**src/rtl/uart_tx_fifo_feeder.sv**
```systemverilog
// Byte FIFO feeding a UART transmitter: queues host bytes and issues them one
// at a time as single-cycle start pulses, pacing on the transmitter's idle flag.
module uart_tx_fifo_feeder #(
    parameter int DEPTH_LOG2 = 4
) (
    input  logic                  i_SysClock,
    input  logic                  i_ResetN,
    input  logic                  i_WrEn,
    input  logic [7:0]            i_WrData,
    output logic                  o_Full,
    output logic                  o_Empty,
    output logic [DEPTH_LOG2:0]   o_Count,
    output logic                  o_Overflow,
    input  logic                  i_TxDone,
    output logic                  o_TxValid,
    output logic [7:0]            o_TxByte,
    output logic                  o_Idle
);

    localparam int DEPTH = 1 << DEPTH_LOG2;
    localparam logic [DEPTH_LOG2:0] FULL_COUNT = {1'b1, {DEPTH_LOG2{1'b0}}};

    typedef enum logic [1:0] {
        S_IDLE,
        S_ISSUE,
        S_BUSY,
        S_WAIT
    } state_t;

    state_t                state;
    logic                  busy_timer;
    logic [DEPTH_LOG2-1:0] wr_ptr;
    logic [DEPTH_LOG2-1:0] rd_ptr;
    logic [DEPTH_LOG2:0]   count_next;
    logic [7:0]            mem [DEPTH];
    logic                  pop;
    logic                  push;

    // A pop frees a slot in the same cycle, so a full FIFO still accepts a push then.
    assign pop  = (state == S_IDLE) && !o_Empty && i_TxDone;
    assign push = i_WrEn && (!o_Full || pop);

    assign o_Idle = o_Empty && (state == S_IDLE) && i_TxDone;

    // NOTE: every path of a combinational block must assign its outputs, so the
    // default comes first; otherwise the tool infers a latch to hold the old value.
    always_comb begin
        count_next = o_Count;
        if (push && !pop) begin
            count_next = o_Count + 1'b1;
        end else if (pop && !push) begin
            count_next = o_Count - 1'b1;
        end
    end

    // NOTE: the storage array has no reset; pointers and count define which
    // entries are valid, and leaving it unreset lets it map onto plain RAM.
    always_ff @(posedge i_SysClock) begin
        if (push) begin
            mem[wr_ptr] <= i_WrData;
        end
    end

    // NOTE: state registers use non-blocking assignments so every flop samples
    // the pre-edge values, independent of statement order or block order.
    always_ff @(posedge i_SysClock) begin
        if (!i_ResetN) begin
            wr_ptr     <= '0;
            rd_ptr     <= '0;
            o_Count    <= '0;
            o_Full     <= 1'b0;
            o_Empty    <= 1'b1;
            o_Overflow <= 1'b0;
        end else begin
            if (push) begin
                wr_ptr <= wr_ptr + 1'b1;
            end
            if (pop) begin
                rd_ptr <= rd_ptr + 1'b1;
            end
            o_Count    <= count_next;
            o_Full     <= (count_next == FULL_COUNT);
            o_Empty    <= (count_next == '0);
            o_Overflow <= i_WrEn && o_Full && !pop;
        end
    end

    always_ff @(posedge i_SysClock) begin
        if (!i_ResetN) begin
            state      <= S_IDLE;
            o_TxValid  <= 1'b0;
            o_TxByte   <= 8'h00;
            busy_timer <= 1'b0;
        end else begin
            case (state)
                S_IDLE: begin
                    if (pop) begin
                        o_TxByte  <= mem[rd_ptr];
                        o_TxValid <= 1'b1;
                        state     <= S_ISSUE;
                    end
                end
                S_ISSUE: begin
                    o_TxValid  <= 1'b0;
                    busy_timer <= 1'b0;
                    state      <= S_BUSY;
                end
                S_BUSY: begin
                    // A start the transmitter never acknowledged is dropped, not replayed.
                    if (!i_TxDone) begin
                        state <= S_WAIT;
                    end else if (busy_timer) begin
                        state <= S_IDLE;
                    end else begin
                        busy_timer <= 1'b1;
                    end
                end
                S_WAIT: begin
                    if (i_TxDone) begin
                        state <= S_IDLE;
                    end
                end
                default: state <= S_IDLE;
            endcase
        end
    end

endmodule

```
**config.mk**
```make
export PLATFORM = sky130hd
export DESIGN_NAME = uart_tx_fifo_feeder
export DESIGN_NICKNAME = d
export VERILOG_FILES = /design/src/rtl/uart_tx_fifo_feeder.sv
export SDC_FILE = /design/constraint.sdc
export NUM_CORES = 1
export LEC_CHECK = 0
export ABC_CLOCK_PERIOD_IN_PS = 3100
export CAP_MARGIN = 15
export CORE_MARGIN = 2
export CORE_UTILIZATION = 59
export CTS_CLUSTER_SIZE = 20
export DETAILED_ROUTE_END_ITERATION = 8
export PLACE_DENSITY = 0.83
export SETUP_SLACK_MARGIN = 0.5
export SYNTH_ARGS = -nofsm -noshare
export SYNTH_HDL_FRONTEND = slang
export SYNTH_SLANG_ARGS = --single-unit
```
**constraint.sdc**
```tcl
create_clock -name i_SysClock -period 3.1 [get_ports i_SysClock]
set_input_delay 0.465 -clock i_SysClock [delete_from_list [all_inputs] [get_ports i_SysClock]]
set_output_delay 0.465 -clock i_SysClock [all_outputs]
set_load 0.005 [all_outputs]
```
==> impl_metrics.tcl <==
set metrics [dict create \
    status "completed" \
    leakage_nw 2.42 \
    max_freq_mhz 448 \
    setup_slack_ns 0.868 \
    antenna_found_initial 0 \
    worst_ep_required_time_ns 3.50 \
    max_cap_viol_count 0 \
    synthMuxAreaShare 0.123 \
    synth_common_cells "edfxtp_1 (128), mux4_2 (32), dfxtp_1 (28)" \
    post-route-util 0.712 \
    reg2reg_setup_slack_ns 0.87 \
    synth.distinct_cells 41 \
    wirelength_um 12700 \
    worstMarginPinSlew_ns 0.704 \
    setup_tns_ns 0 \
    rsz0062_at_grt "no" \
    synth_compound_area_frac 0.0577 \
    grt.overflow.total 0 \
    dr.pass1.iters 5 \
    syn_inst 361 \
    crit_arrival_ns 2.63 \
    cp_num_buf_inv 1 \
    syn2layout_area_growth_pct 17.9 \
    cts.sinks 156 \
    ys_ff_latch 156 \
    routed_via_density 6.26 \
    synth_area_mm2 0.00620 \
    core_area_mm2 0.0103 \
    synth-main-ff-cell "edfxtp_1" \
    worstSetupPathType "register to register" \
    slowest_delay_ns 0.60 \
    finClkSkew_ns 0.00870 \
    synth_top_cell_area_share 0.620 \
    synth_xor_area_frac 0.0113 \
    num_vias 3523 \
    synth_top_family_by_area "multiplexers" \
    rows 37 \
    ys_seq_area_frac 0.710 \
    fin_nets 433 \
    timing.final.max_slew_violations 0 \
    synth-edff-count 128 \
    hold_viol_final 0 \
    wl_per_cell_um 22.6 \
    die_h_um 107 \
    synth_area_per_cell_um2 17.2 \
    syn_nets 380 \
    hold_class "register to register" \
    crit_path_end_kind "register" \
    reg2reg_depth 5 \
    grt_max_degree 36 \
    gp_congestion 0.864 \
    cp-start-kind "register" \
    cts_buffer_depth 2 \
    diodes 0 \
    die-area_mm2 0.0114 \
    post-route-min-period_ns 2.23 \
    grt_first_pass_wirelength_um 19900 \
    initial_core_util 0.604 \
    critPathLaunch "rd_ptr[0]$_SDFFE_PN0P_" \
    holdWs_ns 0.474 \
    drc 0 \
    dpl.hpwl_um 8080 \
    post-place-ws_ns 0.447 \
    critical_path_peak_fanout 14 \
    crit_family "compound AO/OA/AOI/OAI gates" \
    critical-path-slowest-cell "dfxtp_2" \
    ctsResizeCount 0 \
    worstSetupPathDepth 5 \
    cts_buffers 17 \
    max-slew-margin-rel 0.529 \
    cts_setup_buffers 0 \
    synth_top_cell_by_area "edfxtp_1" \
    grt_use_total 0.244 \
    ctsHoldBuffers 0 \
    yosys.area_share.simple 0.0658 \
    cts-root-buf "clkbuf_8" \
    post-route-period-util 0.720 \
    crit_end "o_TxByte[5]$_SDFFE_PN0P_" \
    ant_nets 0 \
    io_buffers 29 \
    cp_cell_sequence "buf_4, mux4_2, a22oi_1, a21oi_1, a31o_2" \
    path_clk_slew_ns 0.06 \
    tritoncts "yes" \
    grt_pass1_vias 3593 \
    io-pin-count 30 \
    drt-initial-drc-count 384 \
    clock_latency_ns 0.52 \
    die-width_um 107 \
    yosys-top-cells-area "edfxtp_1 (62%), mux4_2 (12%), dfxtp_1 (9.0%), a22oi_1 (1.9%), nor2_1 (1.5%)" \
    rr_endpoint "o_TxByte[5]$_SDFFE_PN0P_" \
    drive_above_1_share 0.232 \
    yosys.cell_count.top_type "edfxtp_1" \
    power.density_mw_per_mm2 647 \
    synth_fa_ha_area_frac 0.0141 \
    synthArstFlopShare 0 \
    yosysWarnings 0 \
    ir_drop_uv 452 \
    rr_startpoint "rd_ptr[0]$_SDFFE_PN0P_" \
    htreeDepth 4 \
    setup_viol 0 \
]
kinds of logic after synthesis:
| family | Yosys count |
|---|---|
| compound gates | 51 |
| xor+xnor | 8 |
| fa+ha+maj | 7 |
| buf+inv | 27 |
| flops | 156 |
| mux | 36 |
| simple gates | 76 |
cell usage in the layout (no fill, tap or decap), drive strengths merged, types with 8 or more instances in the layout:
master | synthesis | layout
dfxtp | 28 | 28
a31o | 8 | 8
buf | 12 | 25
a21oi | 16 | 16
a22oi | 16 | 16
edfxtp | 128 | 128
mux4 | 32 | 32
nand2 | 13 | 13
clkdlybuf4s50 | 0 | 29
clkbuf | 8 | 25
nor2 | 25 | 25
registers in the layout, indices dropped and copies added (netlist names):
register,flops
o_Full,1
o_TxByte,8
wr_ptr,4
state,2
o_TxValid,1
o_Overflow,1
rd_ptr,4
o_Count,5
mem,128
busy_timer,1
o_Empty,1
worst reg2reg max path, cell delays in order, from the launching register on:
cell	delay, ns
dfxtp_2	0.60
buf_4	0.35
mux4_2	0.55
a22oi_1	0.27
a21oi_1	0.13
a31o_2	0.23
report_power, final:
part / internal, W / leakage, nW / switching, W / total, W
combinational: 0.000236 / 0.771 / 0.000228 / 0.000465
sequential: 0.00232 / 1.38 / 0.0000590 / 0.00238
clock: 0.00114 / 0.268 / 0.000738 / 0.00188
total: 0.00371 / 2.42 / 0.00103 / 0.00473
worst min-delay path by stage:
| stage | cells past startpoint | start | end | slack, ns |
|---|---|---|---|---|
| final | 2 | busy_timer$_SDFFE_PN0P_ | busy_timer$_SDFFE_PN0P_ | 0.47 |
| after global routing | 2 | busy_timer$_SDFFE_PN0P_ | busy_timer$_SDFFE_PN0P_ | 0.51 |
| after CTS | 2 | busy_timer$_SDFFE_PN0P_ | busy_timer$_SDFFE_PN0P_ | 0.48 |
| after detailed placement | 2 | busy_timer$_SDFFE_PN0P_ | busy_timer$_SDFFE_PN0P_ | 0.47 |
| after global placement | 2 | busy_timer$_SDFFE_PN0P_ | busy_timer$_SDFFE_PN0P_ | 0.45 |
| after floorplan | 2 | busy_timer$_SDFFE_PN0P_ | busy_timer$_SDFFE_PN0P_ | 0.43 |
final cells by class:
cell class                      count  area [µm²]
Timing Repair Buffer               54         478
Sequential cell                   156        4410
Tap cell                          136         170
Clock inverter                      7        65.1
Inverter                            7        26.3
Fill cell                         621        2960
Multi-Input combinational cell    178        1680
Clock buffer                       25         484
per-stage QoR:
stage                     cell area [µm²]  cells  power [W]
final                                7310    563    0.00473
after global routing                 7310    563    0.00488
after CTS                            7310    563    0.00476
after detailed placement             6760    531    0.00288
after global placement               6760    531    0.00286
after floorplan                      6200    361    0.00270
layer usage:
metal  track usage  vias to the layer above  wire, µm
met5             0                        -         0
met4        0.0714                        0       188
met3        0.0803                       22      1180
met2         0.394                      204      6330
met1         0.321                     1757      4990
li1              -                     1540         -
No activity file was read; power rests on OpenSTA's default activity.
